**src/rtl/sim_exit_monitor_pkg.sv**
```systemverilog
// Shared types and constants for the simulation exit monitor.
// State encoding, exit code type and the watchdog exit code.
package sim_exit_monitor_pkg;

    typedef enum logic [1:0] {
        IDLE  = 2'd0,
        RUN   = 2'd1,
        DRAIN = 2'd2,
        DONE  = 2'd3
    } exit_mon_state_e;

    typedef logic [31:0] exit_code_t;

    localparam exit_code_t TIMEOUT_CODE = 32'hFFFF_FFFF;

endpackage

```
**src/rtl/sim_exit_monitor_if.sv**
```systemverilog
// SoC exit request and UART heartbeat bundle.
// The SoC side drives it (master); the monitor samples it (slave).
interface sim_exit_monitor_if;
    import sim_exit_monitor_pkg::*;

    logic       exit_valid_i;
    exit_code_t exit_value_i;
    logic       activity_i;

    modport master (
        output exit_valid_i,
        output exit_value_i,
        output activity_i
    );

    modport slave (
        input exit_valid_i,
        input exit_value_i,
        input activity_i
    );

endinterface

```
**src/rtl/sim_exit_monitor_filter.sv**
```systemverilog
// Exit request qualifier: accepts a value held valid and unchanged
// for STABLE_CYCLES sampled cycles. Cleared whenever i_en is low.
module sim_exit_filter
    import sim_exit_monitor_pkg::*;
#(
    parameter int unsigned STABLE_CYCLES = 2
) (
    input  logic       clk_i,
    input  logic       rst_ni,
    input  logic       i_en,
    input  logic       i_valid,
    input  exit_code_t i_value,
    output logic       o_accept,
    output exit_code_t o_value
);

    logic [31:0] r_stab;
    exit_code_t  r_val;
    logic [31:0] w_stab_nxt;
    exit_code_t  w_val_nxt;

    always_comb begin
        w_stab_nxt = r_stab;
        w_val_nxt  = r_val;
        if (!i_valid) begin
            w_stab_nxt = '0;
        end else if (r_stab == '0 || i_value != r_val) begin
            w_val_nxt  = i_value;
            w_stab_nxt = 32'd1;
        end else if (r_stab != '1) begin
            w_stab_nxt = r_stab + 32'd1;
        end
    end

    // Accept fires on the edge where the count would reach the target.
    assign o_accept = i_en && i_valid && (w_stab_nxt == STABLE_CYCLES);
    assign o_value  = w_val_nxt;

    always_ff @(posedge clk_i) begin
        if (!rst_ni || !i_en) begin
            r_stab <= '0;
            r_val  <= '0;
        end else begin
            r_stab <= w_stab_nxt;
            r_val  <= w_val_nxt;
        end
    end

endmodule

```
**src/rtl/sim_exit_monitor.sv**
```systemverilog
// Simulation exit monitor: exit qualification, UART drain and watchdog.
// Optional SIM_EXIT_MONITOR_LOG_EN prints the result and ends the run.
module sim_exit_monitor
    import sim_exit_monitor_pkg::*;
#(
    parameter logic [31:0] TIMEOUT_CYCLES = 32'd50_000_000,
    parameter int unsigned STABLE_CYCLES  = 2,
    parameter int unsigned DRAIN_CYCLES   = 1000,
    parameter int unsigned CNT_W          = 64
) (
    input  logic               clk_i,
    input  logic               rst_ni,
    input  logic               enable_i,
    sim_exit_monitor_if.slave  exit_if,
    output logic               done_o,
    output logic               pass_o,
    output logic               timeout_o,
    output exit_code_t         exit_code_o,
    output logic [CNT_W-1:0]   cycle_cnt_o
);

    localparam logic [1:0] S_IDLE  = IDLE;
    localparam logic [1:0] S_RUN   = RUN;
    localparam logic [1:0] S_DRAIN = DRAIN;
    localparam logic [1:0] S_DONE  = DONE;

    logic [1:0]       r_state;
    logic [31:0]      r_idle;
    logic [31:0]      r_drain;
    logic [CNT_W-1:0] r_cyc;
    exit_code_t       r_code;
    logic             r_done;
    logic             r_to;

    logic       w_run;
    logic       w_accept;
    exit_code_t w_acc_val;
    logic       w_wdog;

    assign w_run = (r_state == S_RUN);

    sim_exit_filter #(
        .STABLE_CYCLES (STABLE_CYCLES)
    ) u_filter (
        .clk_i    (clk_i),
        .rst_ni   (rst_ni),
        .i_en     (w_run),
        .i_valid  (exit_if.exit_valid_i),
        .i_value  (exit_if.exit_value_i),
        .o_accept (w_accept),
        .o_value  (w_acc_val)
    );

    assign w_wdog = w_run
                 && (TIMEOUT_CYCLES != 32'd0)
                 && (r_idle == TIMEOUT_CYCLES - 32'd1)
                 && !exit_if.activity_i;

    always_ff @(posedge clk_i) begin
        if (!rst_ni) begin
            r_state <= S_IDLE;
            r_idle  <= '0;
            r_drain <= '0;
            r_cyc   <= '0;
            r_code  <= '0;
            r_done  <= 1'b0;
            r_to    <= 1'b0;
        end else begin
            unique case (1'b1)
                (r_state == S_IDLE): begin
                    if (enable_i) r_state <= S_RUN;
                end
                w_run: begin
                    if (r_cyc != '1) r_cyc <= r_cyc + CNT_W'(1);
                    r_idle <= exit_if.activity_i ? '0 : r_idle + 32'd1;
                    // An accept on the watchdog edge takes priority.
                    if (w_accept) begin
                        r_code  <= w_acc_val;
                        r_drain <= '0;
                        if (DRAIN_CYCLES == 0) begin
                            r_state <= S_DONE;
                            r_done  <= 1'b1;
                        end else begin
                            r_state <= S_DRAIN;
                        end
                    end else if (w_wdog) begin
                        r_state <= S_DONE;
                        r_done  <= 1'b1;
                        r_to    <= 1'b1;
                        r_code  <= TIMEOUT_CODE;
                    end
                end
                (r_state == S_DRAIN): begin
                    if (r_drain == 32'(DRAIN_CYCLES - 1)) begin
                        r_state <= S_DONE;
                        r_done  <= 1'b1;
                    end else begin
                        r_drain <= r_drain + 32'd1;
                    end
                end
                default: begin
                end
            endcase
        end
    end

    assign done_o      = r_done;
    assign timeout_o   = r_to;
    assign exit_code_o = r_code;
    assign cycle_cnt_o = r_cyc;
    assign pass_o      = r_done && (r_code == '0) && !r_to;

`ifdef SIM_EXIT_MONITOR_LOG_EN
    logic r_done_q;
    logic r_fin;

    always_ff @(posedge clk_i) begin
        if (!rst_ni) begin
            r_done_q <= 1'b0;
            r_fin    <= 1'b0;
        end else begin
            r_done_q <= r_done;
            r_fin    <= r_done && !r_done_q;
            if (r_done && !r_done_q)
                $display("[EXIT] %s code=%08h cycles=%0d",
                         r_to ? "TIMEOUT" : (pass_o ? "PASS" : "FAIL"),
                         r_code, r_cyc);
            if (r_fin) $finish;
        end
    end
`endif

endmodule

```
**src/flat_wrapper.sv**
```systemverilog
// flat-port wrapper written by rule: the top's interface ports become plain ports
module sim_exit_monitor_flat import sim_exit_monitor_pkg::*;
#(
    parameter logic [31:0] TIMEOUT_CYCLES = 32'd50_000_000,
    parameter int unsigned STABLE_CYCLES  = 2,
    parameter int unsigned DRAIN_CYCLES   = 1000,
    parameter int unsigned CNT_W          = 64
)
  (clk_i, rst_ni, enable_i, done_o, pass_o, timeout_o, exit_code_o, cycle_cnt_o, exit_if_exit_valid_i, exit_if_exit_value_i, exit_if_activity_i);
  sim_exit_monitor_if exit_if_i ();
  input  logic clk_i;
  input  logic rst_ni;
  input  logic enable_i;
  output logic done_o;
  output logic pass_o;
  output logic timeout_o;
  output exit_code_t exit_code_o;
  output logic [CNT_W-1:0] cycle_cnt_o;
  input wire logic [$bits(exit_if_i.exit_valid_i)-1:0] exit_if_exit_valid_i;
  input wire logic [$bits(exit_if_i.exit_value_i)-1:0] exit_if_exit_value_i;
  input wire logic [$bits(exit_if_i.activity_i)-1:0] exit_if_activity_i;
  assign exit_if_i.exit_valid_i = exit_if_exit_valid_i;
  assign exit_if_i.exit_value_i = exit_if_exit_value_i;
  assign exit_if_i.activity_i = exit_if_activity_i;
  sim_exit_monitor #(.TIMEOUT_CYCLES(TIMEOUT_CYCLES), .STABLE_CYCLES(STABLE_CYCLES), .DRAIN_CYCLES(DRAIN_CYCLES), .CNT_W(CNT_W)) u_core (.clk_i(clk_i), .rst_ni(rst_ni), .enable_i(enable_i), .exit_if(exit_if_i), .done_o(done_o), .pass_o(pass_o), .timeout_o(timeout_o), .exit_code_o(exit_code_o), .cycle_cnt_o(cycle_cnt_o));
endmodule
```
**config.mk**
```make
export PLATFORM = sky130hd
export DESIGN_NAME = sim_exit_monitor_flat
export DESIGN_NICKNAME = d
export VERILOG_FILES = /design/src/rtl/sim_exit_monitor_pkg.sv /design/src/rtl/sim_exit_monitor_if.sv /design/src/rtl/sim_exit_monitor_filter.sv /design/src/rtl/sim_exit_monitor.sv /design/src/flat_wrapper.sv
export SDC_FILE = /design/constraint.sdc
export NUM_CORES = 1
export LEC_CHECK = 0
export CORE_AREA = 3 3 165 167
export CTS_BUF_LIST = sky130_fd_sc_hd__clkbuf_4
export DETAILED_ROUTE_END_ITERATION = 8
export DIE_AREA = 0 0 168 170
export PLACE_DENSITY = 0.66
export SLEW_MARGIN = 20
export SYNTH_ARGS = -nofsm -noshare
export SYNTH_HDL_FRONTEND = slang
export SYNTH_HIERARCHICAL = 1
export SYNTH_SLANG_ARGS = --single-unit
```
**constraint.sdc**
```tcl
create_clock -name clk_i -period 4.6 [get_ports clk_i]
set_input_delay 0.92 -clock clk_i [delete_from_list [all_inputs] [get_ports clk_i]]
set_output_delay 0.92 -clock clk_i [all_outputs]
set_load 0.02 [all_outputs]
```
==> impl_table.tex, run 1 <==
\begin{tabular}{lr}
\hline
Metric & Value \\
\hline
\multicolumn{2}{l}{\textbf{Timing}} \\
\quad Post-layout min period & 4310 ps \\
\quad Number of hold-slack violations in the final timing report & 0 \\
\quad Final period utilization & 0.937 \\
\quad Final Max Slew Viols & 0 \\
\quad Worst-case headroom to the max-slew limit & 0.286 \\
\quad Slew at the pin closest to its max-slew limit & 1070 ps \\
\quad Final setup vio count & 0 \\
\quad Fin Clk Skew & 52.3 ps \\
\quad Max Clk Rate & 232 MHz \\
\quad RSZ-0062 raised after global routing & false \\
\multicolumn{2}{l}{\textbf{Yosys}} \\
\quad Number of storage elements in the synthesis netlist & 228 \\
\quad Flip-flop cell with the highest count after synthesis & sky130\_fd\_sc\_hd\_\_dfxtp\_1 \\
\quad Asr flop ratio synth & 0 \\
\quad Post-synth net total & 1401 \\
\quad Count of flip-flops with a built-in enable after synthesis & 0 \\
\quad Synth Area per Inst & 8.60 µm² \\
\quad Count of synthesis-stage warnings from yosys & 6 \\
\quad Post-synthesis cell count & 1355 \\
\quad Sequential share of the synthesized area & 0.392 \\
\quad Post-synthesis cell type count & 72 \\
\quad Cell area after technology mapping & 0.0117 mm² \\
\multicolumn{2}{l}{\textbf{Placed design}} \\
\quad Cell count after placement & 1802 \\
\quad Placer congestion estimate & 0.888 \\
\quad Count of input and output buffers & 135 \\
\quad Detailed placement HPWL & 22500 µm \\
\multicolumn{2}{l}{\textbf{Pwr}} \\
\quad Cell area power density & 315 mW/mm² \\
\quad Largest vdd supply drop & 217 µV \\
\quad LEAKAGE & 4.87 nW \\
\quad Power after layout & 4.50 mW \\
\multicolumn{2}{l}{\textbf{CTS}} \\
\quad Count of hold-fix buffers inserted at cts & 0 \\
\quad Number of clock sinks & 228 \\
\quad Clock-pin slew on the worst setup and hold paths & 60 ps \\
\quad Clock root buffer master & sky130\_fd\_sc\_hd\_\_clkbuf\_4 \\
\quad Clock Tree Buf Depth & 3 \\
\quad H-tree levels & 3 \\
\quad TritonCTS buffer count & 66 \\
\quad Worst-skew pair later-pin latency & 670 ps \\
\quad CTS tree & yes \\
\multicolumn{2}{l}{\textbf{Floorplan}} \\
\quad Core outline area & 0.0259 mm² \\
\quad Starting density of the core & 0.450 \\
\quad I/O pins & 136 \\
\quad Number of rows created at floorplan & 59 \\
\quad Die Width & 168 µm \\
\quad Die area & 0.0286 mm² \\
\quad Height of the die & 170 µm \\
\multicolumn{2}{l}{\textbf{Worst setup path}} \\
\quad Cell type of the slowest stage on the worst timing path & sky130\_fd\_sc\_hd\_\_or4\_4 \\
\quad Worst Path Arrival & 4820 ps \\
\quad Largest fanout on the critical path & 7 \\
\quad Critical-path cell list & nand4\_4 > or4\_4 > or4\_4 > or3\_1 > a2111oi\_2 > nand4\_1 > a2111oi\_4 > nor2b\_1 > nor4bb\_1 > buf\_4 > and4\_2 > nand3\_1 > xnor2\_1 > nor2b\_1 \\
\quad Cell family with most CP delay & simple AND/OR/NAND/NOR gates \\
\quad Worst setup path class & reg -> reg \\
\quad Sort of element at the end of the critical path & flip-flop \\
\quad Startpoint types & flip-flop \\
\quad Buffering stage count on the worst path with inverters included & 1 \\
\quad Data required time at the worst endpoint & 5110 ps \\
\quad Peak per-stage delay on the critical path & 590 ps \\
\quad Internal reg-to-reg setup slack & 290 ps \\
\multicolumn{2}{l}{\textbf{GRT}} \\
\quad Wire length of the first global-routing pass & 52200 µm \\
\quad Initial antenna violation count & 1 \\
\quad All-Layer GR Usage & 0.218 \\
\quad Pin count of the biggest net entering global routing & 50 \\
\quad Total gr overflow & 0 \\
\quad Via count of the first global-routing pass & 10400 \\
\multicolumn{2}{l}{\textbf{Final layout}} \\
\quad Number of nets in the layout & 1581 \\
\quad Fraction of final layout cells with drive strength greater than 1 & 0.141 \\
\quad Leading cell type in the layout, fill and taps excluded & sky130\_fd\_sc\_hd\_\_dfxtp\_1 \\
\quad Post-route non-filler standard cell count & 1916 \\
\quad P\&R area growth vs syn & 22.9\% \\
\quad Commonest non-fill, non-tap cells in the layout & 228 x sky130\_fd\_sc\_hd\_\_dfxtp\_1, 145 x sky130\_fd\_sc\_hd\_\_nor2\_1, 134 x sky130\_fd\_sc\_hd\_\_clkdlybuf4s50\_1 \\
\quad Final core utilization & 0.553 \\
\quad FILL cells & 2342 \\
\multicolumn{2}{l}{\textbf{Flow run}} \\
\quad Max-cap violations & 0 \\
\multicolumn{2}{l}{\textbf{Run status}} \\
\quad Status & complete, no violations \\
\multicolumn{2}{l}{\textbf{Routing}} \\
\quad First drt pass iteration count & 5 \\
\quad Number of nets with antenna violations after routing & 0 \\
\quad Total wire length & 31600 µm \\
\quad Count of unresolved DRC violations after routing & 0 \\
\quad Avg Vias per Cell & 5.62 \\
\quad 1st-iter DRT viols & 612 \\
\quad Wire per inst & 16.5 µm \\
\quad Vias after detailed routing & 10800 \\
\multicolumn{2}{l}{\textbf{Min path}} \\
\quad Class of the worst hold path & reg -> reg \\
\hline
\end{tabular}
[worst min-delay path, cell delays in order (launching register included)]
cell                      delay [ps]
sky130_fd_sc_hd__dfxtp_1         320
sky130_fd_sc_hd__inv_1            50
sky130_fd_sc_hd__a21oi_1          50
[layer usage]
layer	routed length, µm	up-vias	global-route usage
li1	-	5283	-
met1	14600	5169	0.287
met2	14700	247	0.358
met3	1450	65	0.0434
met4	831	0	0.0786
met5	0	-	0
[timing repair]
item / in CTS / in global routing
endpoints found under the setup margin: 0 / 22
buffers inserted: 0 / 0
gates resized for setup: 0 / 5
[cells in the mapped netlist (3+ instances only)]
| cell | count | area (µm²) |
|---|---|---|
| sky130_fd_sc_hd__nand3_1 | 64 | 320 |
| sky130_fd_sc_hd__ha_1 | 9 | 113 |
| sky130_fd_sc_hd__nand2b_1 | 15 | 93.8 |
| sky130_fd_sc_hd__o311ai_0 | 3 | 26.3 |
| sky130_fd_sc_hd__xnor2_1 | 76 | 666 |
| sky130_fd_sc_hd__and3_1 | 27 | 169 |
| sky130_fd_sc_hd__nand2_1 | 84 | 315 |
| sky130_fd_sc_hd__a311oi_1 | 32 | 280 |
| sky130_fd_sc_hd__inv_1 | 57 | 214 |
| sky130_fd_sc_hd__or4_4 | 5 | 56.3 |
| sky130_fd_sc_hd__a211oi_1 | 5 | 37.5 |
| sky130_fd_sc_hd__nand4_2 | 4 | 50.1 |
| sky130_fd_sc_hd__nor2_1 | 145 | 544 |
| sky130_fd_sc_hd__mux2i_1 | 19 | 190 |
| sky130_fd_sc_hd__nor2b_1 | 38 | 238 |
| sky130_fd_sc_hd__o211ai_1 | 5 | 37.5 |
| sky130_fd_sc_hd__o21a_1 | 15 | 113 |
| sky130_fd_sc_hd__nor3_1 | 34 | 170 |
| sky130_fd_sc_hd__xor2_1 | 48 | 420 |
| sky130_fd_sc_hd__clkbuf_1 | 44 | 165 |
| sky130_fd_sc_hd__o31ai_1 | 10 | 75.1 |
| sky130_fd_sc_hd__a21oi_1 | 45 | 225 |
| sky130_fd_sc_hd__mux2_2 | 32 | 360 |
| sky130_fd_sc_hd__dfxtp_1 | 228 | 4560 |
| sky130_fd_sc_hd__nor4bb_1 | 4 | 40.0 |
| sky130_fd_sc_hd__or4_1 | 13 | 97.6 |
| sky130_fd_sc_hd__o21ai_0 | 30 | 150 |
| sky130_fd_sc_hd__o41ai_1 | 5 | 43.8 |
| sky130_fd_sc_hd__buf_2 | 11 | 55.1 |
| sky130_fd_sc_hd__a31oi_1 | 6 | 37.5 |
| sky130_fd_sc_hd__or2_2 | 6 | 37.5 |
| sky130_fd_sc_hd__and2_1 | 14 | 87.6 |
| sky130_fd_sc_hd__nor3b_1 | 3 | 22.5 |
| sky130_fd_sc_hd__or3_1 | 32 | 200 |
| sky130_fd_sc_hd__nand4_1 | 65 | 407 |
| sky130_fd_sc_hd__nor4_1 | 38 | 238 |
| sky130_fd_sc_hd__buf_1 | 8 | 30.0 |
| sky130_fd_sc_hd__and4_1 | 28 | 245 |
| sky130_fd_sc_hd__nor4b_1 | 5 | 43.8 |
[logic make-up (layout without fill, tap and decap cells)]
logic type,after synthesis,in the layout,share of synthesized area
AOI/OAI and AO/OA,178,178,0.109
xor gates and xnor gates,124,124,0.0932
adders and majority gates,9,9,0.00967
buffers and inverters,126,351,0.0442
DFF,228,228,0.392
muxes,51,51,0.0473
other,0,1,0
and+or+nand+nor,639,639,0.305
[through the flow]
stage          instance area, µm²  worst slack, ps  setup TNS [ps]  hold WS [ps]
6_report                    14300              289               0           466
5_1_grt                     14300             37.0               0           502
4_1_cts                     14300              105               0           468
3_5_place_dp                13500            -76.0            -355           459
3_3_place_gp                13500            0.973               0           454
2_1_floorplan               11700             98.1               0           458
[state kept, by name, summed over array words and instances (netlist names)]
name and count:
u_core/r_state 2, u_core/exit_code_o 32, u_core/cycle_cnt_o 64, u_core/done_o 1, u_core/timeout_o 1, u_core/r_idle 32
u_core/u_filter/r_val 32, u_core/u_filter/r_stab 32, u_core/r_drain 32
[power breakdown]
group	internal (mW)	switching (mW)	total [mW]	leakage, nW
Sequential	2.02	0.0461	2.07	1.84
Combinational	0.243	0.357	0.600	2.57
Clock	0.960	0.874	1.83	0.469
[worst paths after layout]
kind	end	from	cells past startpoint
max	u_core/r_drain[31]	u_core/u_filter/r_stab[12]	14
min	u_core/timeout_o	u_core/timeout_o	2
max reg2reg	u_core/r_drain[31]	u_core/u_filter/r_stab[12]	14
min reg2reg	u_core/timeout_o	u_core/timeout_o	2
[final cells by class]
cell class | count | area, µm² | share of cell area
Multi-Input combinational cell | 1001 | 6620 | 0.462
Tap cell | 335 | 419 | 0.0293
Antenna cell | 1 | 2.50 | 0.000175
Sequential cell | 228 | 4560 | 0.319
Clock inverter | 24 | 136 | 0.00952
Inverter | 58 | 218 | 0.0152
Timing Repair Buffer | 180 | 1700 | 0.118
Clock buffer | 89 | 668 | 0.0467
Power figures use the tool's default switching activity.
==> inputs of run 2 (changes only) <==
--- a/config.mk
+++ b/config.mk
@@ -15,3 +15,4 @@
 export SYNTH_HDL_FRONTEND = slang
 export SYNTH_HIERARCHICAL = 1
 export SYNTH_SLANG_ARGS = --single-unit
+export TNS_END_PERCENT = 5
==> results of run 2 <==
No change in the layout: final DEF, timing and power equal those of run 1.
==> inputs of run 3 (changes only) <==
--- a/config.mk
+++ b/config.mk
@@ -10,6 +10,7 @@
 export DETAILED_ROUTE_END_ITERATION = 8
 export DIE_AREA = 0 0 168 170
 export PLACE_DENSITY = 0.66
+export SKIP_CTS_REPAIR_TIMING = 1
 export SLEW_MARGIN = 20
 export SYNTH_ARGS = -nofsm -noshare
 export SYNTH_HDL_FRONTEND = slang
==> constraint.sdc (replaced) <==
create_clock -name clk_i -period 4.85 [get_ports clk_i]
set_input_delay 0.97 -clock clk_i [delete_from_list [all_inputs] [get_ports clk_i]]
set_output_delay 0.97 -clock clk_i [all_outputs]
set_load 0.02 [all_outputs]
==> run 3 against run 2 <==
  * Cell count down 0.84%
  * Flip-flop and latch count unchanged
  * Via count down 1.6%
  * Non-clock buffer count down 17
  * Sequential share of layout area up 0.15 points
  * Cell area down 0.44%
  * Utilization down 0.24 points
  * Combinational power down 6.0%
  * Sequential power down 5%
  * Hold slack better by 8.2 ps
  * Global-route usage down 0.49 points
  * Critical path type unchanged
  * Highest routed layer unchanged
==> impl_table.tex, run 3 (synthesized netlist as in run 1, its figures left out) <==
\begin{tabular}{lr}
\hline
Metric & Value \\
\hline
\multicolumn{2}{l}{\textbf{GRT}} \\
\quad Pin count of the biggest net entering global routing & 65 (+30\%) \\
\quad Total gr overflow & 0 (unchanged) \\
\quad All-Layer GR Usage & 0.213 (-0.00494) \\
\quad Wire length of the first global-routing pass & 51000 µm (-2.3\%) \\
\quad Via count of the first global-routing pass & 10100 (-2.7\%) \\
\quad Initial antenna violation count & 1 (unchanged) \\
\multicolumn{2}{l}{\textbf{Worst setup path}} \\
\quad Buffering stage count on the worst path with inverters included & 2 (+1) \\
\quad Cell type of the slowest stage on the worst timing path & sky130\_fd\_sc\_hd\_\_or4\_4 \\
\quad Endpoint of the lowest-slack register-to-register path & u\_core/exit\_code\_o[25] \\
\quad Sort of element at the end of the critical path & flip-flop \\
\quad Critical-path cell list & nand4\_4 > or4\_4 > or4\_4 > or3\_1 > a2111oi\_2 > nand4\_1 > a2111oi\_4 > buf\_4 > nand2\_1 > nand2\_2 > buf\_12 > nor2\_1 > a311oi\_1 \\
\quad Internal reg-to-reg setup slack & 280 ps (about the same) \\
\quad Worst Path Arrival & 5120 ps (+300 ps) \\
\quad Depth of the worst register-to-register path & 13 (-1) \\
\quad Largest fanout on the critical path & 64 (+57) \\
\quad Startpoint types & flip-flop \\
\quad Cell family with most CP delay & simple AND/OR/NAND/NOR gates \\
\quad Peak per-stage delay on the critical path & 570 ps (-20 ps) \\
\quad Worst r2r src & u\_core/u\_filter/r\_stab[15] \\
\quad Worst setup path class & reg -> reg \\
\quad Cell seen most often among critical-path stages & sky130\_fd\_sc\_hd\_\_or4\_4 \\
\quad Data required time at the worst endpoint & 5400 ps (+290 ps) \\
\multicolumn{2}{l}{\textbf{Timing}} \\
\quad Final Max Slew Viols & 0 (unchanged) \\
\quad Smallest hold slack & 474 ps (+8.17 ps) \\
\quad Fin Clk Skew & 56.4 ps (+4.15 ps) \\
\quad RSZ-0062 raised after global routing & false \\
\quad Post-layout min period & 4570 ps (+263 ps) \\
\quad Number of hold-slack violations in the final timing report & 0 (unchanged) \\
\quad Worst-case headroom to the max-slew limit & 0.309 (+0.0228) \\
\quad Max Clk Rate & 219 MHz (-5.7\%) \\
\quad Total negative slack for setup checks & 0 ps (unchanged) \\
\quad Final setup vio count & 0 (unchanged) \\
\quad Slew at the pin closest to its max-slew limit & 1030 ps (-34.1 ps) \\
\quad Final period utilization & 0.943 (+0.00591) \\
\multicolumn{2}{l}{\textbf{Flow run}} \\
\quad Max-cap violations & 0 (unchanged) \\
\multicolumn{2}{l}{\textbf{Pwr}} \\
\quad Combinational share of power & 0.128 (-0.005) \\
\quad Internal cell power & 3.17 mW (-1.6\%) \\
\quad Net Sw Power & 1.22 mW (-4.8\%) \\
\quad Power after layout & 4.39 mW (-2.5\%) \\
\quad Clock power frac & 0.425 (+0.018) \\
\quad LEAKAGE & 4.82 nW (-1.0\%) \\
\quad Cell area power density & 308 mW/mm² (-2.1\%) \\
\quad Net switching share of the total power & 0.277 (-0.00663) \\
\quad Share of total power in sequential cells & 0.447 (-0.013) \\
\quad Largest vdd supply drop & 178 µV (-18\%) \\
\multicolumn{2}{l}{\textbf{Routing}} \\
\quad Avg Vias per Cell & 5.58 (-0.75\%) \\
\quad Wire per inst & 16.5 µm (about the same) \\
\quad Number of nets with antenna violations after routing & 0 (unchanged) \\
\quad Vias after detailed routing & 10600 (-1.6\%) \\
\quad First drt pass iteration count & 5 (unchanged) \\
\quad 1st-iter DRT viols & 647 (+5.7\%) \\
\quad Count of unresolved DRC violations after routing & 0 (unchanged) \\
\quad Total wire length & 31300 µm (-0.93\%) \\
\multicolumn{2}{l}{\textbf{Min path}} \\
\quad Hold-critical path endpoint & u\_core/timeout\_o \\
\quad Class of the worst hold path & reg -> reg \\
\quad Cell depth of the worst min-delay path & 2 (unchanged) \\
\quad Worst hold start & u\_core/timeout\_o \\
\multicolumn{2}{l}{\textbf{Run status}} \\
\quad Status & complete, no violations \\
\multicolumn{2}{l}{\textbf{Floorplan}} \\
\quad Number of rows created at floorplan & 59 (unchanged) \\
\quad Starting density of the core & 0.450 (unchanged) \\
\quad Die area & 0.0286 mm² (unchanged) \\
\quad Height of the die & 170 µm (unchanged) \\
\quad Die Width & 168 µm (unchanged) \\
\quad Core outline area & 0.0259 mm² (unchanged) \\
\quad I/O pins & 136 (unchanged) \\
\multicolumn{2}{l}{\textbf{Final layout}} \\
\quad Final core utilization & 0.550 (-0.00241) \\
\quad Commonest non-fill, non-tap cells in the layout & 227 x sky130\_fd\_sc\_hd\_\_dfxtp\_1, 145 x sky130\_fd\_sc\_hd\_\_nor2\_1, 134 x sky130\_fd\_sc\_hd\_\_clkdlybuf4s50\_1 \\
\quad Post-route non-filler standard cell count & 1900 (-0.84\%) \\
\quad Leading cell type in the layout, fill and taps excluded & sky130\_fd\_sc\_hd\_\_dfxtp\_1 \\
\quad Fraction of final layout cells with drive strength greater than 1 & 0.132 (-0.00879) \\
\quad Number of flip-flops under the largest register name & 64 (unchanged) \\
\quad FILL cells & 2405 (+2.7\%) \\
\quad Number of nets in the layout & 1564 (-1.1\%) \\
\quad P\&R area growth vs syn & 22.4\% \\
\multicolumn{2}{l}{\textbf{Placed design}} \\
\quad Count of input and output buffers & 135 (unchanged) \\
\quad Cell count after placement & 1785 (-0.94\%) \\
\quad Placer congestion estimate & 0.906 (+2.1\%) \\
\quad Detailed placement HPWL & 22000 µm (-2.1\%) \\
\multicolumn{2}{l}{\textbf{CTS}} \\
\quad Worst-skew pair later-pin latency & 680 ps (about the same) \\
\quad H-tree levels & 3 (unchanged) \\
\quad Clock-pin slew on the worst setup and hold paths & 60 ps (about the same) \\
\quad TritonCTS buffer count & 66 (unchanged) \\
\quad Clock Tree Buf Depth & 3 (unchanged) \\
\quad CTS tree & yes \\
\quad Clock root buffer master & sky130\_fd\_sc\_hd\_\_clkbuf\_4 \\
\quad Number of clock sinks & 228 (unchanged) \\
\hline
\end{tabular}
[run 3: cell types whose count changed in the layout (fill, tap and decap cells not counted)]
cell                         change
sky130_fd_sc_hd__clkinvlp_4      -2
sky130_fd_sc_hd__clkinv_2        -1
sky130_fd_sc_hd__dfxtp_2         +1
sky130_fd_sc_hd__buf_4          -18
sky130_fd_sc_hd__dfxtp_1         -1
sky130_fd_sc_hd__clkinv_4        +1
sky130_fd_sc_hd__nor3_2          -1
sky130_fd_sc_hd__buf_12          +1
sky130_fd_sc_hd__bufinv_16       +2
sky130_fd_sc_hd__nor3_1          +1
sky130_fd_sc_hd__clkbuf_4        +1
[run 3: how the worst max path moves through the flow]
stage,start,to,slack [ps],cells past startpoint
floorplan,u_core/u_filter/r_stab[12],u_core/r_drain[31],350,16
global placement,exit_if_exit_value_i[30],u_core/r_drain[20],200,14
detailed placement,exit_if_exit_value_i[10],u_core/r_drain[28],130,14
CTS,u_core/u_filter/r_stab[17],u_core/r_drain[28],140,13
global route,u_core/u_filter/r_stab[15],u_core/r_drain[31],20,14
finish,u_core/u_filter/r_stab[15],u_core/exit_code_o[25],280,13
[run 3: cell type report]
cell class | count | area, µm² | share of cell area
Antenna cell | 1 | 2.50 | 0.000175
Clock buffer | 90 | 676 | 0.0474
Clock inverter | 24 | 185 | 0.0130
Inverter | 58 | 218 | 0.0153
Multi-Input combinational cell | 1001 | 6610 | 0.464
Sequential cell | 228 | 4570 | 0.320
Tap cell | 335 | 419 | 0.0294
Timing Repair Buffer | 163 | 1580 | 0.111
[run 3: per-layer routing]
metal	track usage	wire, µm	vias to the layer above
li1	-	-	5239
met4	0.0790	803	0
met1	0.284	14300	5054
met3	0.0453	1640	56
met2	0.342	14500	245
met5	0	0	-
[run 3: tightest hold or removal path, delay by kind of cell, from the launching register on]
family,cells,cell delay (ps)
flip-flops,1,330
buffers and inverters,1,50
AO/OA/AOI/OAI,1,50
[run 3: power groups by stage]
stage | combinational (mW) | clock (mW) | sequential [mW]
final | 0.564 | 1.87 | 1.96
after global routing | 0.626 | 2.04 | 1.97
after CTS | 0.569 | 1.93 | 1.96
after detailed placement | 0.565 | 0 | 2.00
after global placement | 0.562 | 0 | 2.00
after floorplan | 0.357 | 0 | 2.00
[run 3: through the flow]
stage	setup WS [ps]	area (µm²)
after detailed placement	131	13400
after global routing	17.2	14300
after floorplan	348	11700
after global placement	199	13400
final	276	14300
after CTS	145	14200
==> edit 1, RTL diff (settings of run 3) <==
`CNT_W` is set to 64 in 2 places; all go to 68.
--- a/src/rtl/sim_exit_monitor.sv
+++ b/src/rtl/sim_exit_monitor.sv
@@ -7,5 +7,5 @@
     parameter int unsigned STABLE_CYCLES  = 2,
     parameter int unsigned DRAIN_CYCLES   = 1000,
-    parameter int unsigned CNT_W          = 64
+    parameter int unsigned CNT_W          = 68
 ) (
     input  logic               clk_i,
--- a/src/flat_wrapper.sv
+++ b/src/flat_wrapper.sv
@@ -5,5 +5,5 @@
     parameter int unsigned STABLE_CYCLES  = 2,
     parameter int unsigned DRAIN_CYCLES   = 1000,
-    parameter int unsigned CNT_W          = 64
+    parameter int unsigned CNT_W          = 68
 )
   (clk_i, rst_ni, enable_i, done_o, pass_o, timeout_o, exit_code_o, cycle_cnt_o, exit_if_exit_valid_i, exit_if_exit_value_i, exit_if_activity_i);
Interface: changed (resized cycle_cnt_o); port bits go from 136 to 140. No check against the original RTL was run, so the function may have changed too.
==> edit 1 against run 3 <==
- setup slack improved by 0.010 ns
- die area unchanged
- sequential share of layout area is 0.21 points higher
- wire length about the same
- via count increased by 0.68%
- power is 0.34% lower
- synthesized cell count up 1.5%
- cell area increased by 1.1%
- sequential cell count grew 4
- critical path depth up 1
- synthesized area is essentially flat
- largest power group unchanged
==> edit 1: results (changes against run 3) <==
Outcome
  • Status: completed

Worst setup path
  • Worst reg2reg path endpoint: u_core/r_drain[29]
  • Worst reg2reg startpoint: u_core/u_filter/r_stab[13]
  • Worst reg-to-reg path cell count: 14 (+1)
  • Crit Path Max Fanout: 11 (-83%)

Layout
  • Layout cells sized above 1: 13.1% (-0.022 points)

Timing
  • Final setup skew: 0.0365 ns (-0.0199 ns)
  • Slew HR: 29.4% (-1.5 points)

Drt
  • Pre-antenna DRT Iters: 8 (+3)
  • Drt wl/cell: 16.2 µm (-1.6%)
  • Iter 0 DRT Violations: 648 (+0.15%)

Synth
  • Distinct cells, synth: 61 (-15%)
  • Synth cell count leaders: dfxtp_1, nor2_1, nand2_1

Placement
  • Post-DP HPWL: 21900 µm (-0.55%)
  • DP Area: 0.0135 mm² (+0.94%)
  • Worst slack, placed: -0.0190 ns (-0.150 ns)
  • Gpl congestion: 0.873 (-3.7%)
  • Port Buf Inserts: 139 (+3.0%)

Worst hold path
  • Hold path endpoint: u_core/r_idle[6]

GRT
  • Total GRT Usage: 21.4% (+0.041 points)
  • Vias in the first global route: 10200 (+1.7%)
  • First-pass GRT wire length: 51400 µm (+0.80%)

Clock network
  • TritonCTS Buffers: 68 (+3.0%)

Power
  • Max VDD drop: 0.213 mV (+20%)
  • Leak Pwr: 0.00485 µW (+0.61%)
-- edit 1: cell types whose count changed after synthesis, sizes merged, moves of 5 or more --
cell    delta
clkbuf    +17
nand3      -5
or2        -5
nor2      +10
nand4      -8
buf       -11
xor2       +5
nand2     +12
-- edit 1: report_power, final --
part	internal, µW	switching (µW)
clock network	1010	833
registers	1950	40.6
logic	214	323
-- edit 1: through the flow --
stage	total power [µW]	utilization [%]	hold WS (ns)	cells
6_report	4370	55.7	0.493	1933
5_1_grt	4620	55.7	0.514	1933
4_1_cts	4440	55.4	0.489	1932
3_5_place_dp	2560	52.1	0.481	1813
3_3_place_gp	2550	52.1	0.469	1813
2_1_floorplan	2370	-	0.458	1376
-- edit 1: cell families after synthesis --
family,share of synthesized area (%)
muxes,4.98
AOI/OAI and AO/OA,10.3
DFF,39.8
and+or+nand+nor,29.7
adders and majority gates,0.966
xor gates and xnor gates,9.84
buffers and inverters,4.45
-- edit 1: how the worst max path moves through the flow --
stage / from / to / cells after the start
finish: u_core/u_filter/r_stab[13] / u_core/r_drain[29] / 14
global route: u_core/u_filter/r_stab[13] / u_core/r_drain[29] / 14
CTS: u_core/u_filter/r_stab[20] / u_core/r_drain[30] / 14
detailed placement: exit_if_exit_value_i[10] / u_core/r_drain[29] / 15
global placement: exit_if_exit_value_i[30] / u_core/r_drain[29] / 15
floorplan: u_core/u_filter/r_stab[12] / u_core/r_drain[31] / 16
-- edit 1: layout make-up --
type	instances	area [µm²]
clock inverter	17	97.6
clock buffer	102	766
inverter	62	233
timing repair buffer	175	1680
multi-input combinational	1009	6570
sequential	232	4650
antenna	1	2.50
tap	335	419
fill	2400	11500
-- edit 1: critical path, cell delays in order, from the launching register on --
cell and delay, ns:
dfxtp_1 0.38, nand4_4 0.17, or4_4 0.58, or4_4 0.54
or3_1 0.43, a2111oi_4 0.41, nand4_1 0.23, a2111oi_4 0.27
nor2b_1 0.13, nor4b_2 0.29, buf_4 0.19, nand4_1 0.09
buf_4 0.21, or4_1 0.40, a21oi_1 0.15
-- edit 1: metal layers --
| layer | vias to the layer above | GRT usage (%) | wire [µm] |
|---|---|---|---|
| li1 | 5313 | - | - |
| met5 | - | 0 | 0 |
| met3 | 47 | 4.58 | 1630 |
| met4 | 0 | 7.44 | 599 |
| met1 | 5057 | 28.0 | 14400 |
| met2 | 249 | 35.1 | 14700 |
==> edit 2, RTL diff (config.mk and constraints of run 3) <==
Without the edit above. Put one more register stage on the output `cycle_cnt_o`, without a reset. The value now appears one clock later. The other outputs are not delayed to match.
--- a/src/rtl/sim_exit_monitor.sv
+++ b/src/rtl/sim_exit_monitor.sv
@@ -108,5 +108,7 @@
     assign timeout_o   = r_to;
     assign exit_code_o = r_code;
-    assign cycle_cnt_o = r_cyc;
+    always_ff @(posedge clk_i) begin
+        cycle_cnt_o <= r_cyc;
+    end
     assign pass_o      = r_done && (r_code == '0) && !r_to;
 
Formal check against the unedited RTL: not equivalent (Yosys sat finds a counterexample within 4 cycles, from zero or initial values and one cycle with rst_ni low).
==> edit 2 against run 3 <==
- global-route usage up 1.2 points
- sequential cell count up 64
- via count up 7.4%
- setup slack worse by 0.067 ns
- largest cell class unchanged
- die area unchanged
- wire length up 5.4%
- critical path depth unchanged
- power up 17%
- cell area up 12%
- hold slack worse by 0.088 ns
- highest routed layer unchanged
- synthesized area up 12%
==> edit 2: results (changes against run 3) <==
Placement
  • Gpl congestion: 0.946 (+4.4%)
  • Worst slack, placed: -0.0642 ns (-0.195 ns)
  • Post-DP HPWL: 23200 µm (+5.4%)
  • Port Buf Inserts: 135 (unchanged)

Power
  • Leak Pwr: 0.00543 µW (+13%)
  • Max VDD drop: 0.260 mV (+46%)

Layout
  • Filler instances: 2310 (-4.0%)
  • Layout net count: 1696 (+8.4%)
  • Layout cells sized above 1: 14.7% (+1.5 points)

Worst hold path
  • Hold Crit Depth: 0 (-2)

GRT
  • Met3 Use GR: 4.81% (+0.28 points)
  • GRT met1 Usage: 29.4% (+0.97 points)
  • Met2 GRT Util: 37.3% (+3.1 points)
  • Total GRT Usage: 22.6% (+1.2 points)
  • Initial antenna violation count: 1 (unchanged)
  • Largest net degree at the start of global routing: 54 (-17%)
  • First-pass GRT wire length: 53800 µm (+5.6%)

Worst setup path
  • Worst EP arrival: 5.26 ns (+0.14 ns)
  • Crit Path Max Fanout: 7 (-89%)
  • Critical path's top delay family: simple AND/OR/NAND/NOR gates

Clock network
  • H-Tree Level Count: 3 (unchanged)
  • Clk root buf: clkbuf_4
  • Worst skew pair latency: 0.70 ns (+0.02 ns)
  • TritonCTS Buffers: 77 (+17%)

Drt
  • Iter 0 DRT Violations: 736 (+14%)
  • DR vias/cell: 5.59 (+0.27%)
  • Drt wl/cell: 16.2 µm (-1.6%)
  • Pre-antenna DRT Iters: 5 (unchanged)

Synth
  • Largest cells by area after synthesis: dfxtp_1, xnor2_1, nor2_1, nand4_1, mux2_2
  • Register area share after synthesis: 44.7% (+5.6 points)
  • Yosys Warn Count: 6 (unchanged)
  • Synth async-reset ratio: 0% (unchanged)
  • Synth cell count leaders: dfxtp_1, nor2_1, xnor2_1

Timing
  • Slew @ Worst Pin: 1.06 ns (+0.0302 ns)
  • Final setup skew: 0.0585 ns (+0.00207 ns)

Outcome
  • Status: completed
[edit 2: cell type report]
type / instances / area share (%)
multi-input combinational: 1024 / 42.0
sequential: 292 / 36.7
timing repair buffer: 186 / 11.1
clock buffer: 114 / 5.37
tap: 335 / 2.63
inverter: 69 / 1.63
clock inverter: 15 / 0.542
antenna: 1 / 0.0157
[edit 2: cell families after synthesis]
family | synth area share (%)
XOR/XNOR | 7.51
adder cells (fa/ha/maj) | 0.862
buffers and inverters | 4.45
AO/OA/AOI/OAI | 10.4
flip-flops | 44.7
multiplexers | 4.38
AND/OR/NAND/NOR | 27.6
[edit 2: per-layer routing]
layer  wire length [µm]  share of wire (%)  vias up
met4                756                2.3        0
met2              15700                 48      254
met3               1360                4.1       56
met5                  0                  0        -
met1              15200                 46     5379
li1                   -                  -     5694
[edit 2: report_power, final]
group	total, µW	internal (µW)	switching (µW)
registers	2490	2450	41.6
clock network	2080	1080	996
logic	569	220	348
total	5140	3750	1390
[edit 2: worst reg2reg max path, cell delays in order (launching register included)]
cell and delay, ns:
dfxtp_1 0.39, nand4_4 0.12, or4_4 0.56, or4_4 0.53, or3_1 0.40, a2111oi_2 0.41, nand4_1 0.22, a2111oi_4 0.39
nand2b_1 0.18, nand2_1 0.10, or4_4 0.55, or2_1 0.28, or3_1 0.32, a21oi_1 0.14
[edit 2: path summary, 6_finish.rpt]
kind                       endpoint                  startpoint  slack (ns)
min          u_core/cycle_cnt_o[10]            u_core/r_cyc[10]        0.39
max              u_core/r_drain[20]  u_core/u_filter/r_stab[13]        0.21
min reg2reg  u_core/cycle_cnt_o[10]            u_core/r_cyc[10]        0.39
max reg2reg      u_core/r_drain[20]  u_core/u_filter/r_stab[13]        0.21
[edit 2: per-stage QoR]
stage / std cells / setup TNS, ns / instance area, µm²
after floorplan: 1458 / 0 / 13100
after global placement: 1906 / -0.0701 / 15000
after detailed placement: 1906 / -0.213 / 15000
after CTS: 2035 / 0 / 15900
after global routing: 2036 / 0 / 15900
final: 2036 / 0 / 15900
